## src/rtl/switch_ctrl_rep_if.sv

```systemverilog
// Switch-controller bus: raw keys and mode selects in, debounced key events out.
interface switch_ctrl_rep_if #(
   parameter int CH_NUM = 4
);
   logic                  CE;
   logic [CH_NUM-1:0]     S_IN;
   logic [2*CH_NUM-1:0]   MODE;
   logic [CH_NUM-1:0]     KEY_EN;
   logic [CH_NUM-1:0]     KEY_UP;
   logic [CH_NUM-1:0]     KEY_TGL;

   modport master (output CE, S_IN, MODE, input KEY_EN, KEY_UP, KEY_TGL);
   modport slave  (input CE, S_IN, MODE, output KEY_EN, KEY_UP, KEY_TGL);
endinterface

```

## src/rtl/switch_ctrl_rep.sv

```systemverilog
// Multi-channel shift-register key debouncer with a shared sample prescaler,
// per-channel toggle state and single / auto-repeat / delayed auto-repeat events.
module switch_ctrl_rep #(
   parameter int CH_NUM         = 4,
   parameter int BITS_NUM       = 4,
   parameter int PRESC_BITS_NUM = 7,
   parameter int PRESC_MODULO   = 100,
   parameter int REP_BITS_NUM   = 6,
   parameter int REPEAT_DELAY   = 10,
   parameter int REPEAT_PERIOD  = 3
) (
   input  logic               CLK,
   input  logic               CLR_N,
   switch_ctrl_rep_if.slave   bus
);
   typedef enum logic [1:0] {
      MD_SINGLE = 2'b00,
      MD_REPEAT = 2'b01,
      MD_DELAY  = 2'b10
   } mode_t;

   localparam logic [PRESC_BITS_NUM-1:0] LP_PRESC_RLD = PRESC_BITS_NUM'(PRESC_MODULO - 1);
   localparam logic [PRESC_BITS_NUM-1:0] LP_PRESC_ONE = PRESC_BITS_NUM'(1);
   localparam logic [REP_BITS_NUM-1:0]   LP_REP_PER   = REP_BITS_NUM'(REPEAT_PERIOD - 1);
   localparam logic [REP_BITS_NUM-1:0]   LP_REP_DLY   = REP_BITS_NUM'(REPEAT_DELAY - 1);
   localparam logic [REP_BITS_NUM-1:0]   LP_REP_ONE   = REP_BITS_NUM'(1);

   logic [PRESC_BITS_NUM-1:0] r_presc;
   logic                      w_tick;
   logic [CH_NUM-1:0]         w_en;
   logic [CH_NUM-1:0]         w_up;
   logic [CH_NUM-1:0]         w_tgl;

   assign w_tick = bus.CE & (r_presc == '0);

   always_ff @(posedge CLK) begin
      if (!CLR_N)
         r_presc <= LP_PRESC_RLD;
      else if (bus.CE) begin
         if (w_tick)
            r_presc <= LP_PRESC_RLD;
         else
            r_presc <= r_presc - LP_PRESC_ONE;
      end
   end

   for (genvar i = 0; i < CH_NUM; i++) begin : g_ch
      logic [BITS_NUM-1:0]     r_sr;
      logic                    r_en;
      logic                    r_up;
      logic                    r_tgl;
      mode_t                   r_mode;
      logic [REP_BITS_NUM-1:0] r_rep;
      logic [BITS_NUM-1:0]     w_sr_nxt;
      logic                    w_press;
      logic                    w_release;
      mode_t                   w_mode_in;

      assign w_sr_nxt  = {r_sr[BITS_NUM-2:0], bus.S_IN[i]};
      assign w_press   = (&w_sr_nxt) & ~r_en;
      assign w_release = ~(|w_sr_nxt) & r_en;

      // Code 11 is folded into single-pulse mode before it is latched.
      always_comb begin
         w_mode_in = MD_SINGLE;
         case (bus.MODE[2*i +: 2])
            2'b01:   w_mode_in = MD_REPEAT;
            2'b10:   w_mode_in = MD_DELAY;
            default: w_mode_in = MD_SINGLE;
         endcase
      end

      always_ff @(posedge CLK) begin
         if (!CLR_N) begin
            r_sr   <= '0;
            r_en   <= 1'b0;
            r_up   <= 1'b0;
            r_tgl  <= 1'b0;
            r_mode <= MD_SINGLE;
            r_rep  <= '0;
         end else begin
            r_up <= 1'b0;
            if (w_tick) begin
               r_sr <= w_sr_nxt;
               if (w_press) begin
                  r_en   <= 1'b1;
                  r_tgl  <= ~r_tgl;
                  r_up   <= 1'b1;
                  r_mode <= w_mode_in;
                  r_rep  <= (w_mode_in == MD_DELAY) ? LP_REP_DLY : LP_REP_PER;
               end else if (w_release) begin
                  r_en  <= 1'b0;
                  r_rep <= '0;
               end else if (r_en && (r_mode != MD_SINGLE)) begin
                  // Repeats keep firing while a release is still being qualified.
                  if (r_rep == '0) begin
                     r_up  <= 1'b1;
                     r_rep <= LP_REP_PER;
                  end else begin
                     r_rep <= r_rep - LP_REP_ONE;
                  end
               end
            end
         end
      end

      assign w_en[i]  = r_en;
      assign w_up[i]  = r_up;
      assign w_tgl[i] = r_tgl;
   end

   assign bus.KEY_EN  = w_en;
   assign bus.KEY_UP  = w_up;
   assign bus.KEY_TGL = w_tgl;
endmodule

```

## src/flat_wrapper.sv

```systemverilog
// flat-port wrapper written by rule: the top's interface ports become plain ports
module switch_ctrl_rep_flat 
#(
   parameter int CH_NUM         = 4,
   parameter int BITS_NUM       = 4,
   parameter int PRESC_BITS_NUM = 7,
   parameter int PRESC_MODULO   = 100,
   parameter int REP_BITS_NUM   = 6,
   parameter int REPEAT_DELAY   = 10,
   parameter int REPEAT_PERIOD  = 3
)
  (CLK, CLR_N, bus_CE, bus_S_IN, bus_MODE, bus_KEY_EN, bus_KEY_UP, bus_KEY_TGL);
  switch_ctrl_rep_if #(.CH_NUM(CH_NUM)) bus_i ();
  input  logic CLK;
  input  logic CLR_N;
  input wire logic [$bits(bus_i.CE)-1:0] bus_CE;
  input wire logic [$bits(bus_i.S_IN)-1:0] bus_S_IN;
  input wire logic [$bits(bus_i.MODE)-1:0] bus_MODE;
  output wire logic [$bits(bus_i.KEY_EN)-1:0] bus_KEY_EN;
  output wire logic [$bits(bus_i.KEY_UP)-1:0] bus_KEY_UP;
  output wire logic [$bits(bus_i.KEY_TGL)-1:0] bus_KEY_TGL;
  assign bus_i.CE = bus_CE;
  assign bus_i.S_IN = bus_S_IN;
  assign bus_i.MODE = bus_MODE;
  assign bus_KEY_EN = bus_i.KEY_EN;
  assign bus_KEY_UP = bus_i.KEY_UP;
  assign bus_KEY_TGL = bus_i.KEY_TGL;
  switch_ctrl_rep #(.CH_NUM(CH_NUM), .BITS_NUM(BITS_NUM), .PRESC_BITS_NUM(PRESC_BITS_NUM), .PRESC_MODULO(PRESC_MODULO), .REP_BITS_NUM(REP_BITS_NUM), .REPEAT_DELAY(REPEAT_DELAY), .REPEAT_PERIOD(REPEAT_PERIOD)) u_core (.CLK(CLK), .CLR_N(CLR_N), .bus(bus_i));
endmodule
```

## config.mk

```make
export PLATFORM = sky130hd
export DESIGN_NAME = switch_ctrl_rep_flat
export DESIGN_NICKNAME = d
export VERILOG_FILES = /design/src/rtl/switch_ctrl_rep_if.sv /design/src/rtl/switch_ctrl_rep.sv /design/src/flat_wrapper.sv
export SDC_FILE = /design/constraint.sdc
export NUM_CORES = 1
export LEC_CHECK = 0
export CAP_MARGIN = 5
export CELL_PAD_IN_SITES_DETAIL_PLACEMENT = 1
export CELL_PAD_IN_SITES_GLOBAL_PLACEMENT = 1
export CORE_MARGIN = 4
export CORE_UTILIZATION = 30
export CTS_BUF_LIST = sky130_fd_sc_hd__clkbuf_4 sky130_fd_sc_hd__clkbuf_8
export CTS_CLUSTER_SIZE = 8
export DETAILED_ROUTE_END_ITERATION = 8
export MAX_ROUTING_LAYER = met4
export PLACE_DENSITY = 0.55
export SLEW_MARGIN = 20
export SYNTH_ARGS = -nofsm -noshare
export SYNTH_HDL_FRONTEND = slang
export SYNTH_SLANG_ARGS = --single-unit
```

## constraint.sdc

```tcl
create_clock -name CLK -period 5 [get_ports CLK]
set_input_delay 0.75 -clock CLK [delete_from_list [all_inputs] [get_ports CLK]]
set_output_delay 0.75 -clock CLK [all_outputs]
set_load 0.02 [all_outputs]
```

* Word-level counts from Yosys, hierarchy flattened
Cells that the tools add are included.
Operators by class: add/subtract/negate cells 5, eq/ne operators 12, mux-type cells 49, bitwise logic cells 21, reduce and logical (&&, ||, !) cells 42
Operator list (count):
- two-way mux 6 bit | 16
- AND reduction 2 bit | 13
- zero test 6 bit | 4
- two-way mux 1 bit | 24
- subtractor 6 x 1 -> 6 bit, second input constant | 4
- == test 2 bit, second input constant | 8
- two-way mux 4 bit | 4
- case mux 2 bit (2 select lines) | 4
- AND reduction 4 bit | 4
- nonzero test 2 bit | 8
- OR reduction 4 bit | 4
- NOT 1 bit | 12
- nonzero test 3 bit | 4
- bitwise AND 1 bit | 9
- == test 2 x 1 -> 1 bit, second input constant | 4
- zero test 7 bit | 1
- two-way mux 7 bit | 1
- subtractor 7 x 1 -> 7 bit, second input constant | 1
- logical AND 1 bit | 4
Word-level totals: register bits after elaboration 63, output and inout port bits 12, word-level logic and storage cells 154

* Longest topological paths before layout
Gate-level depths: netlist of the first run.
depth in word-level cells 5, mapped depth 9, gate-level depth less buffers 7

* Worst setup path before layout of the first run
No wires, ideal clock.
kind input to register, start input bus_CE, end register u_core.g_ch[0].r_rep[4], library setup time 0.128 ns, data arrival time 2.078 ns, required time 4.872 ns, setup slack 2.794 ns, stages 7, cells stage by stage nand3b_2 -> or4_4 -> buf_6 -> clkbuf_1 -> a31o_2 -> a32oi_1 -> nor2_1
On the way: cells in the longest elaborated chain, start to end 2
Ends and longest elaborated chain:
- from (decl) | RTL line flat_wrapper.sv:16 | input wire logic [$bits(bus_i.CE)-1:0] bus_CE;
- bitwise AND 1 bit | RTL line switch_ctrl_rep.sv:34 | assign w_tick = bus.CE & (r_presc == '0);
- AND reduction 2 bit (no line)
- to (signal assigned) | RTL line switch_ctrl_rep.sv:90 | r_rep <= (w_mode_in == MD_DELAY) ? LP_REP_DLY : LP_REP_PER;
- to (signal assigned) | RTL line switch_ctrl_rep.sv:100 | r_rep <= r_rep - LP_REP_ONE;
- to (decl) | RTL line switch_ctrl_rep.sv:53 | logic [REP_BITS_NUM-1:0] r_rep;
Every way passes these cells. A chain may end at the register's enable or synchronous reset.

* Final worst setup path of the first run
start input bus_CE, end register u_core.g_ch[0].r_rep[0]
Same word-level chain as after synthesis.

==> results.txt, run 1 <==
* Count of synthesis-stage warnings from yosys: 0
* Detailed Place HPWL: 5650 um
* Req. time, crit path: 5260 ps
* Worst Tran Pin Value: 926 ps
- Setup repair after global routing left no endpoint under its margin.
- Biggest fanout along the worst timing path: 40
* Wire length of the first global-routing pass: 14300 um
- Num CTS Buffers: 9
* Post-detailed-routing wire length: 8220 um
* Share of synthesized cell area in and, or, nand and nor gates: 0.275
- Gate count of the mapped netlist: 397
- The number of buffers and inverters on the critical path is 1.
* Peak per-stage delay on the critical path: 750 ps
- Synth-to-layout area growth: 16.7%
- Met3 track demand over resource: 0.0533
* Fraction of the mapped netlist area in compound gates: 0.207
- The signal on the critical path passes through clkdlybuf4s50_1, nand3b_2, or4_4, a31oi_2, o21ai_0, o221a_2.
- The initial antenna violation count came to 0.
* Seq/Total Area, Yosys: 0.393
* Max transition margin: 0.378
* Remaining number of nets flagged by the antenna check after routing: 0
* Detail-routed net length per standard cell: 15.0 um
- Clock latency on the worst-skew pair, taken at its later pin, is 370 ps.
- The number of hold buffers added after CTS was 0.
- Combined area of the multi-input logic cells: 0.00175 sq mm
- Top flip-flop cell by instance count after synthesis: sky130_fd_sc_hd__dfxtp_1
- Vias in the first global route: 2902
- The tree is rooted in a sky130_fd_sc_hd__clkbuf_8.
- Status: finished clean
- In the finished design, the share of the clock period the worst path needs comes to 0.568.
* Area enclosed by the die boundary: 0.0124 sq mm
- Parity-gate share of the synthesized area counting xor and xnor cells: 0.0218
- Post-detailed-route via-to-cell ratio: 5.21
* Max-cap violations: 0
* Count of standard-cell rows: 37
* Shortest period the worst path allows: 2840 ps
* Share of cell area taken by muxes after synthesis: 0.00312
- Via count: 2865
- Number of flops mapped to enable cells by yosys: 0
* Leakage power of the design: 1.31 nW
- Among all stages on the critical path, the largest delay is contributed by sky130_fd_sc_hd__or4_4.
* Share of flip-flops with an asynchronous set or reset: 0
- Entering global routing, the biggest net connects 41 pins.
- TritonCTS clock tree: built
- The min-delay analysis places its worst path in the category flip-flop to flip-flop.
- The final count of pins violating max slew is 0.
* Post-detailed-route DRC marker count: 0
- Number of design-rule violations left by the first detailed-router iteration: 112
- Final cell count without fillers: 550
- For the final routed database, the setup TNS stands at 0 ps.
- Counting along the longest clock path gives a buffer depth of 2.
- Dividing total power by cell area gives a power density of 286 mW/mm^2.
- After synthesis the netlist holds a flip-flop and latch count of 63.
* Kind of end point of the critical path: flip-flop
* Core area: 0.0104 sq mm
* Die boundary width: 111 um
- Clock edge transition at the registers on the reported setup and hold paths: 70 ps
- The die is 111 um tall.
- For this configuration, the core starts out at a cell density of 0.309.
- Arrival @ worst endpoint: 3100 ps
- For met2 alone, demand over resource in global routing was 0.226.
* Net total in the final layout: 433
* Top-Level Pins: 27
- Top Family by Delay on Critical Path: simple AND/OR/NAND/NOR gates
- Maximum frequency from static timing analysis: 0.352 GHz
- After synthesis, the largest family of logic cells by area is simple AND/OR/NAND/NOR gates.
- All-Layer GR Usage: 0.145
- Counting every net in the synthesized netlist gives 421.
- Antenna cells: 0
- Between clock sinks in the finished design, the worst skew comes to 9.57 ps.
* Adder and majority cell fraction of the synthesized area: 0.0351
- Total clock sinks: 63
- GRT overflow: 0
- RePlAce Congestion: 0.754
* Share of cells above drive strength 1: 0.0821
- In this run, placement finished with an instance count of 534.
- Met1 Track Usage GR: 0.177
- Number of buffer cells added on primary ports: 26
- Total number of H-tree levels: 3
* Type of origin of the critical path: input pin
- VDD sags by at most 0.000175 V.
* Total of cells resized after clock tree synthesis: 0
* Number of buffers inserted to repair setup after CTS: 0
* Seq. cell area: 0.00126 sq mm
- Filler cells: 1259
- The final hold violation count is 0.
- Routing layer with the top usage in global route: met2
- Yosys mapped the design onto 54 distinct sky130hd cell types.
- The mapped netlist covers 0.00321 sq mm.
* Pre-Repair DR Iteration Count: 4
- Number of failing setup endpoints in the final timing report: 0
- Type of the setup path with the least slack: input pin to flip-flop
- In this run the mean area of a mapped cell was 8.08 sq um.
-- state kept, by name, summed over array words and instances, names as in the netlist --
signal / flops
u_core.g_ch.r_en: 4
u_core.g_ch.r_mode: 8
u_core.g_ch.r_rep: 24
u_core.g_ch.r_sr: 12
u_core.g_ch.r_tgl: 4
u_core.g_ch.r_up: 4
u_core.r_presc: 7
-- cell families after synthesis --
logic type                 count (synthesis)
and+or+nand+nor                          175
buffers and inverters                     41
xor gates and xnor gates                   8
AOI/OAI and AO/OA                        100
muxes                                      1
adders and majority gates                  9
DFF                                       63
-- power breakdown --
group	switching, mW	internal [mW]
Combinational	0.0191	0.0170
Sequential	0.00185	0.504
Clock	0.210	0.319
-- worst paths after layout --
path | startpoint | depth (start not counted) | slack (ps) | end
max | bus_CE | 6 | 2160 | u_core.g_ch[0].r_rep[0]
min | u_core.g_ch[1].r_mode[0] | 2 | 460 | u_core.g_ch[1].r_mode[0]
max reg2reg | u_core.r_presc[0] | 7 | 2560 | u_core.g_ch[0].r_rep[0]
min reg2reg | u_core.g_ch[1].r_mode[0] | 2 | 460 | u_core.g_ch[1].r_mode[0]
-- per-stage QoR --
stage	utilization	hold WS [ps]	setup WS, ps	area [sq um]	power, mW
after global routing	0.361	471	2000	3750	1.12
after global placement	0.339	442	1830	3510	0.554
after floorplan	-	428	2790	3210	0.532
after detailed placement	0.339	451	1780	3510	0.554
final	0.361	456	2160	3750	1.07
after CTS	0.361	461	2180	3750	1.10
-- layout by cell type (no fill, tap or decap), types with 3 or more instances in the layout --
| cell type | n |
|---|---|
| sky130_fd_sc_hd__o21a_1 | 7 |
| sky130_fd_sc_hd__a32oi_1 | 3 |
| sky130_fd_sc_hd__clkdlybuf4s50_1 | 26 |
| sky130_fd_sc_hd__or4_1 | 5 |
| sky130_fd_sc_hd__nand2b_1 | 6 |
| sky130_fd_sc_hd__a31o_2 | 5 |
| sky130_fd_sc_hd__o21ai_0 | 20 |
| sky130_fd_sc_hd__or3_1 | 5 |
| sky130_fd_sc_hd__nand4_1 | 5 |
| sky130_fd_sc_hd__nor2_1 | 29 |
| sky130_fd_sc_hd__nand3_1 | 12 |
| sky130_fd_sc_hd__o32ai_1 | 3 |
| sky130_fd_sc_hd__xnor2_1 | 6 |
| sky130_fd_sc_hd__clkbuf_8 | 11 |
| sky130_fd_sc_hd__nor2b_1 | 8 |
| sky130_fd_sc_hd__dfxtp_1 | 63 |
| sky130_fd_sc_hd__nand3b_1 | 5 |
| sky130_fd_sc_hd__nand4b_1 | 3 |
| sky130_fd_sc_hd__ha_1 | 9 |
| sky130_fd_sc_hd__nand2_1 | 61 |
| sky130_fd_sc_hd__nor3_1 | 12 |
| sky130_fd_sc_hd__o221ai_1 | 3 |
| sky130_fd_sc_hd__and3_1 | 6 |
| sky130_fd_sc_hd__inv_1 | 11 |
| sky130_fd_sc_hd__nor4_1 | 4 |
| sky130_fd_sc_hd__a21oi_1 | 37 |
| sky130_fd_sc_hd__and2_1 | 3 |
| sky130_fd_sc_hd__buf_4 | 4 |
-- synthesized netlist by cell type, drive strengths merged (7+ instances only) --
cell	count	area share
dfxtp	63	0.39
ha	9	0.035
buf	13	0.032
clkbuf	16	0.019
nor3	12	0.019
nand2	61	0.071
inv	11	0.013
a21oi	37	0.058
nor2	29	0.034
nand3	12	0.019
nor2b	8	0.016
o21a	7	0.016
o21ai	20	0.031
-- worst reg2reg max path, stage by stage (launching register included) --
cell	delay, ps
sky130_fd_sc_hd__dfxtp_1	340
sky130_fd_sc_hd__inv_1	70
sky130_fd_sc_hd__ha_1	180
sky130_fd_sc_hd__nand3b_2	150
sky130_fd_sc_hd__or4_4	750
sky130_fd_sc_hd__a31oi_2	440
sky130_fd_sc_hd__o21ai_0	160
sky130_fd_sc_hd__o221a_2	240
-- per-layer routing --
metal | share of wire | up-vias | wire [um]
met5 | 0 | - | 0
met4 | 0.011 | 0 | 91
met3 | 0.034 | 9 | 278
met2 | 0.48 | 41 | 3930
met1 | 0.48 | 1376 | 3930
li1 | - | 1439 | -
-- final cells by class --
class	instances	share of cell area
Multi-Input combinational cell	293	0.467
Clock buffer	13	0.0444
Tap cell	136	0.0454
Timing Repair Buffer	30	0.0775
Clock inverter	3	0.0174
Inverter	12	0.0120
Sequential cell	63	0.337
(Power assumes the default switching activity.)
==> inputs of run 2 (changes only) <==
Settings changed: PLACE_DENSITY 0.55 to 0.57.
Clock period 5 ns to 2.4 ns, I/O delays scaled along.
==> results.txt, run 2 (synthesis gave the netlist of run 1 again) <==
- The core occupancy in the finished layout is 0.380 (+0.0191).
* Hold Crit Depth: 2 (unchanged)
* Endpoint with the worst hold slack: u_core.g_ch[1].r_mode[1]
- Number of buffers added to fix hold violations after cts: 0 (unchanged)
- GRT overflow: 0 (unchanged)
- Initial core utilization: 0.309 (unchanged)
- The number of ports placed on the die boundary is 27 (unchanged).
- Worst vdd rail ir drop: 0.000349 V (+100%)
- The fraction of final layout cells with drive strength greater than 1 was 0.130 (+0.0483).
- The library cell used most frequently in the layout, excluding fill and tap cells, is sky130_fd_sc_hd__dfxtp_1.
* CTS Buffer Depth: 2 (unchanged)
- The slowest stage of the critical path is the sky130_fd_sc_hd__or4_4 cell.
* Worst clock skew: 19.8 ps (+10.3 ps)
- The total track usage is 0.149 (+0.00415).
- The count of TritonRoute iterations in the first routing pass was 4 (unchanged).
- The post-layout instance area came to 0.00394 sq mm (+5.3%).
* Buffer type at the clock tree root: sky130_fd_sc_hd__clkbuf_8
- Register-to-register setup slack: 310 ps (-2250 ps)
- Final sum of negative setup slack: 0 ps (unchanged)
- The power consumption came to 2.29 mW (+110%).
- Compared with the post-synthesis result, the final layout area differs by 22.9%.
- Area enclosed by the die boundary: 0.0124 sq mm (unchanged)
* Antenna cells: 0 (unchanged)
- The pin count of the biggest net entering global routing is 24 (-41%).
* Initial antenna violation count: 0 (unchanged)
- The setup slack of the critical path after layout was 312 ps (-1850 ps).
- Worst-skew pair later-pin latency: 350 ps (-20 ps)
* Hold crit path type: flip-flop to flip-flop
* Post-detailed-route DRC marker count: 0 (unchanged)
- Number of design-rule violations left by the first detailed-router iteration: 105 (-6.3%)
- Total number of H-tree levels: 3 (unchanged)
- The max capacitance violation total is 0 (unchanged).
* Register-to-Register Path Depth: 7 (unchanged)
- The setup path with the least slack is of type flip-flop to flip-flop.
* Arrival @ worst endpoint: 2330 ps (-770 ps)
- The worst register-to-register path begins at u_core.r_presc[0].
- RePlAce Congestion: 0.791 (+5.0%)
- Clock edge transition at the registers on the reported setup and hold paths: 70 ps (about the same)
- HP Start: u_core.g_ch[1].r_mode[1]
* Vias in the first global route: 3011 (+3.8%)
- Peak per-stage delay on the critical path: 630 ps (-120 ps)
- The total clock buffers created by CTS is 9 (unchanged).
- Registers with the highest flip-flop counts: u_core.g_ch.r_rep: 24 flops, u_core.g_ch.r_sr: 12 flops, u_core.g_ch.r_mode: 8 flops
- Number of buffers inserted to repair setup after CTS: 0 (unchanged)
- The placeable core region is 0.0104 sq mm (unchanged).
* Via count: 2981 (+4.0%)
* Final hold viol count: 0 (unchanged)
* Count of standard-cell rows: 37 (unchanged)
- The HPWL after detailed placement came to 6320 um (+12%).
- Req. time, crit path: 2640 ps (-2620 ps)
- Endpoint of the lowest-slack register-to-register path: u_core.g_ch[3].r_rep[5]
- Number of buffer cells added on primary ports: 26 (unchanged)
* Number of failing setup endpoints in the final timing report: 0 (unchanged)
- Setup repair after global routing left no endpoint under its margin.
* Register with the most flip-flops: u_core.g_ch.r_rep
- Remaining number of nets flagged by the antenna check after routing: 0 (unchanged)
- Detail-routed net length per standard cell: 15.1 um (+1.1%)
- Post-detailed-route via-to-cell ratio: 5.20 (-0.13%)
- Of the available clock period, the critical path in the final layout requires 0.870.
- Static timing analysis puts the maximum clock frequency at 0.479 GHz.
- The final count of pins violating max slew is 0 (unchanged).
- Total clock sinks: 63 (unchanged)
- Kind of end point of the critical path: flip-flop
- Total of cells resized after clock tree synthesis: 0 (unchanged)
* Cell breakdown of the critical path: inv_1, ha_1, nand3b_2, or4_4, nor4_1, a21oi_1, a311oi_1
- The actual transition at the worst max-transition pin is 598 ps (-328 ps).
- Max transition margin: 0.597 (+0.220)
- The largest fanout of any net on the critical path was 17 (-57%).
* Instance area at placement: 0.00370 sq mm (+5.3%)
* Die boundary width: 111 um (unchanged)
- TritonCTS built the clock tree.
* Leakage power of the design: 1.42 nW (+8.7%)
- The vertical die dimension is 111 um (unchanged).
- Total power per unit cell area: 580 mW/mm^2 (+100%)
- Post-detailed-routing wire length: 8660 um (+5.3%)
* Wire length of the first global-routing pass: 15000 um (+5.3%)
* Worst-case setup slack after placement: -3.33 ps (-1780 ps)
* Number of flip-flops under the largest register name: 24 (unchanged)
* Status: finished clean
- The top cell types in the final layout, fill and taps aside, are sky130_fd_sc_hd__dfxtp_1, sky130_fd_sc_hd__nand2_1, sky130_fd_sc_hd__a21oi_1.
- The worst setup path is launched from a flip-flop.
- The worst path needs 2090 ps of the cycle, external delays included.
- The final net count is 456 (+5.3%).
==> run 2: area by class of cell <==
type                            count  area, sq um
Multi-Input combinational cell    293         1750
Timing Repair Buffer               53          475
Inverter                           12         45.0
Clock inverter                      7          120
Tap cell                          136          170
Clock buffer                        9          124
Sequential cell                    63         1260
Fill cell                        1251         6430
==> run 2: worst max path at each step <==
stage,from,slack [ps],to
2_1_floorplan,u_core.r_presc[0],410,u_core.g_ch[0].r_rep[4]
3_3_place_gp,bus_CE,30,u_core.g_ch[1].r_rep[2]
3_5_place_dp,bus_CE,-3,u_core.g_ch[1].r_mode[0]
4_1_cts,u_core.r_presc[0],280,u_core.g_ch[1].r_mode[0]
5_1_grt,u_core.r_presc[0],80,u_core.g_ch[3].r_rep[5]
6_report,u_core.r_presc[0],310,u_core.g_ch[3].r_rep[5]
==> run 2: per-layer routing <==
metal / part of all wire / global-route usage / vias to the layer above
li1: - / - / 1493
met1: 0.52 / 0.208 / 1447
met2: 0.45 / 0.221 / 34
met3: 0.030 / 0.0299 / 7
met4: 0.0094 / 0.0422 / 0
met5: 0 / - / -
==> run 2: critical path: cells and delay by family (launching register included) <==
family / cells / cell delay (ps)
and+or+nand+nor: 3 / 1020
buffers and inverters: 1 / 70
adders and majority gates: 1 / 180
AOI/OAI and AO/OA: 2 / 380
DFF: 1 / 330
==> run 2: report_power, final <==
group / switching (mW) / total, mW / internal [mW]
Clock: 0.461 / 1.16 / 0.694
Sequential: 0.00382 / 1.05 / 1.05
Combinational: 0.0411 / 0.0800 / 0.0389
==> run 2: metrics by stage <==
stage                     hold slack (ps)  std cells
after CTS                             463        573
after floorplan                       428        397
final                                 461        573
after detailed placement              452        557
after global placement                443        557
after global routing                  490        573
==> inputs of run 3 (changes only) <==
Settings changed: PLACE_DENSITY 0.57 to 0.55.
Clock period 2.4 ns to 2.45 ns, I/O delays scaled along.
==> results.txt, run 3 (synthesis gave the netlist of run 1 again) <==
- The largest buffer count on any clock path is 2 (unchanged).
* Buffers and inverters on the worst path: 1 (unchanged)
- The number of antenna diodes came to 0 (unchanged).
* Top-Level Pins: 27 (unchanged)
- The total clock buffers created by CTS was 9 (unchanged).
- The max capacitance violation total was 0 (unchanged).
* Total number of H-tree levels: 3 (unchanged)
* Number of design-rule violations left by the first detailed-router iteration: 85 (-19%)
- Share of the cycle needed by the critical path after routing: 0.889
* Number of buffer cells added on primary ports: 26 (unchanged)
* Kind of end point of the critical path: flip-flop
- Count of standard-cell rows: 37 (unchanged)
* Final sum of negative setup slack: 0 ps (unchanged)
- Final hold viol count: 0 (unchanged)
- Clock edge transition at the registers on the reported setup and hold paths: 70 ps (about the same)
* Hold Crit Depth: 2 (unchanged)
* Die boundary width: 111 um (unchanged)
* Top Family by Delay on Critical Path: simple AND/OR/NAND/NOR gates
- The number of nets with antenna violations after routing was 0 (unchanged).
- Total power per unit cell area: 522 mW/mm^2 (-9.9%)
* Maximum frequency from static timing analysis: 0.459 GHz
* Synth-to-layout area growth: 20.8%
- Top library cells by usage in the layout, fill and taps aside: sky130_fd_sc_hd__dfxtp_1, sky130_fd_sc_hd__nand2_1, sky130_fd_sc_hd__a21oi_1
- Detail-routed net length per standard cell: 14.7 um (-2.6%)
- The number of remaining DRC errors came to 0 (unchanged).
* GRT overflow: 0 (unchanged)
- Layout Utilization: 0.374 (-0.00639)
- TritonCTS built the clock tree.
- Total of cells resized after clock tree synthesis: 0 (unchanged)
- The relative slew slack was 0.621 (+0.0239).
* Buffer type at the clock tree root: sky130_fd_sc_hd__clkbuf_8
- The initial antenna violation count was 0 (unchanged).
* Worst clock skew: 4.65 ps (-15.2 ps)
- Post-detailed-routing wire length: 8420 um (-2.8%)
- The die footprint is 0.0124 sq mm (unchanged).
- The total track usage is 0.147 (-0.00245).
- The vias per cell is 5.10 (-2.0%).
- Vias in the first global route: 3005 (-0.20%)
- The largest registers in the layout are u_core.g_ch.r_rep: 24 flops, u_core.g_ch.r_sr: 12 flops, u_core.g_ch.r_mode: 8 flops.
- Total clock sinks: 63 (unchanged)
- For this design, the slowest cell found on the critical path is sky130_fd_sc_hd__or4_4.
- Final max-slew violation count: 0 (unchanged)
- Via count: 2915 (-2.2%)
- The multi-input combinational cell area came to 0.00175 sq mm (unchanged).
- RePlAce Congestion: 0.765 (-3.3%)
- Status: finished clean
* Register with the most flip-flops: u_core.g_ch.r_rep
- Post-route standard cell area excluding fillers: 0.00388 sq mm (-1.7%)
* Core area: 0.0104 sq mm (unchanged)
- The standby leakage power is 1.39 nW (-2.1%).
- Instance area at placement: 0.00368 sq mm (-0.54%)
- Req. time, crit path: 2680 ps (+40 ps)
- The total number of cells along the worst setup path was 6 (-1).
* Share of cells above drive strength 1: 0.128 (-0.00199)
- The number of flip-flops in the largest register came to 24 (unchanged).
- Pin count of the biggest net entering global routing: 43 (+79%)
* Most frequent standard cell in the layout excluding fill and tap cells: sky130_fd_sc_hd__dfxtp_1
* Shortest period the worst path allows: 2180 ps
- Seq. cell area: 0.00126 sq mm (unchanged)
- Number of buffers added to fix hold violations after cts: 0 (unchanged)
- The count of TritonRoute iterations in the first routing pass came to 5 (+1).
- Detailed Place HPWL: 6040 um (-4.4%)
- The global-route wire length before repair is 14700 um (-2.1%).
- Hold crit path type: flip-flop to flip-flop
* Filler cells: 1298 (+3.8%)
* Unrepaired setup endpoints after global routing: false
* Worst-skew pair later-pin latency: 340 ps (about the same)
- The initial standard-cell utilization of the core was 0.309 (unchanged).
- The post-CTS setup buffer count was 0 (unchanged).
* Biggest fanout along the worst timing path: 20 (+3)
- Arrival @ worst endpoint: 2410 ps (+80 ps)
- The critical path goes through clkdlybuf4s50_1, nand3b_2, or4_4, a31oi_2, o21ai_0, a31o_2.
- The worst setup path is launched from an input pin.
- The largest stage delay on the critical path is 640 ps (about the same).
- The largest voltage drop on the vdd net was 0.000210 V (-40%).
- Register-to-Register Path Depth: 7 (unchanged)
- The vertical die dimension came to 111 um (unchanged).
- Net total in the final layout: 455 (-0.22%)
- The actual transition at the worst max-transition pin was 562 ps (-35.5 ps).
- Type of the setup path with the least slack: input pin to flip-flop
- Number of failing setup endpoints in the final timing report: 0 (unchanged)
-- run 3: cell count changes in the layout (fill, tap and decap cells not counted) --
cell	previous run	this run
sky130_fd_sc_hd__buf_12	1	0
sky130_fd_sc_hd__clkinv_2	1	3
sky130_fd_sc_hd__clkinv_4	1	0
sky130_fd_sc_hd__clkinvlp_4	1	2
sky130_fd_sc_hd__bufinv_16	3	1
sky130_fd_sc_hd__clkbuf_8	9	10
sky130_fd_sc_hd__inv_6	1	0
-- run 3: final cells by class --
| cell class | instances | area share |
|---|---|---|
| clock inverters | 6 | 0.0155 |
| clock buffers | 10 | 0.0355 |
| inverters | 12 | 0.0116 |
| well taps | 136 | 0.0439 |
| multi-input cells | 293 | 0.451 |
| flip-flops and latches | 63 | 0.325 |
| repair buffers | 52 | 0.117 |
-- run 3: power by group --
part	internal [mW]	switching (mW)
Clock	0.492	0.430
Combinational	0.0338	0.0394
Sequential	1.03	0.00356
-- run 3: worst paths after layout --
kind | from | slack (ps) | endpoint
max reg2reg | u_core.r_presc[0] | 330 | u_core.g_ch[1].r_rep[2]
min | u_core.g_ch[1].r_mode[0] | 450 | u_core.g_ch[1].r_mode[0]
max | bus_CE | 270 | u_core.g_ch[1].r_rep[2]
min reg2reg | u_core.g_ch[1].r_mode[0] | 450 | u_core.g_ch[1].r_mode[0]
-- run 3: per-layer routing --
layer,vias up,GRT usage,part of all wire
li1,1489,-,-
met1,1383,0.200,0.52
met2,31,0.216,0.45
met3,12,0.0283,0.018
met4,0,0.0560,0.014
met5,-,-,0
-- run 3: worst min-delay path, stage by stage, from the launching register on --
cell and delay [ps]:
sky130_fd_sc_hd__dfxtp_1 310, sky130_fd_sc_hd__nand2_1 50, sky130_fd_sc_hd__a21oi_1 50
-- run 3: through the flow --
step / cells / setup WS, ps / hold slack, ps / power, mW
final: 572 / 273 / 453 / 2.03
after detailed placement: 556 / -89.2 / 448 / 1.13
after floorplan: 397 / 458 / 428 / 1.09
after CTS: 572 / 287 / 458 / 2.07
after global placement: 556 / -44.6 / 442 / 1.13
after global routing: 572 / 76.9 / 478 / 2.13
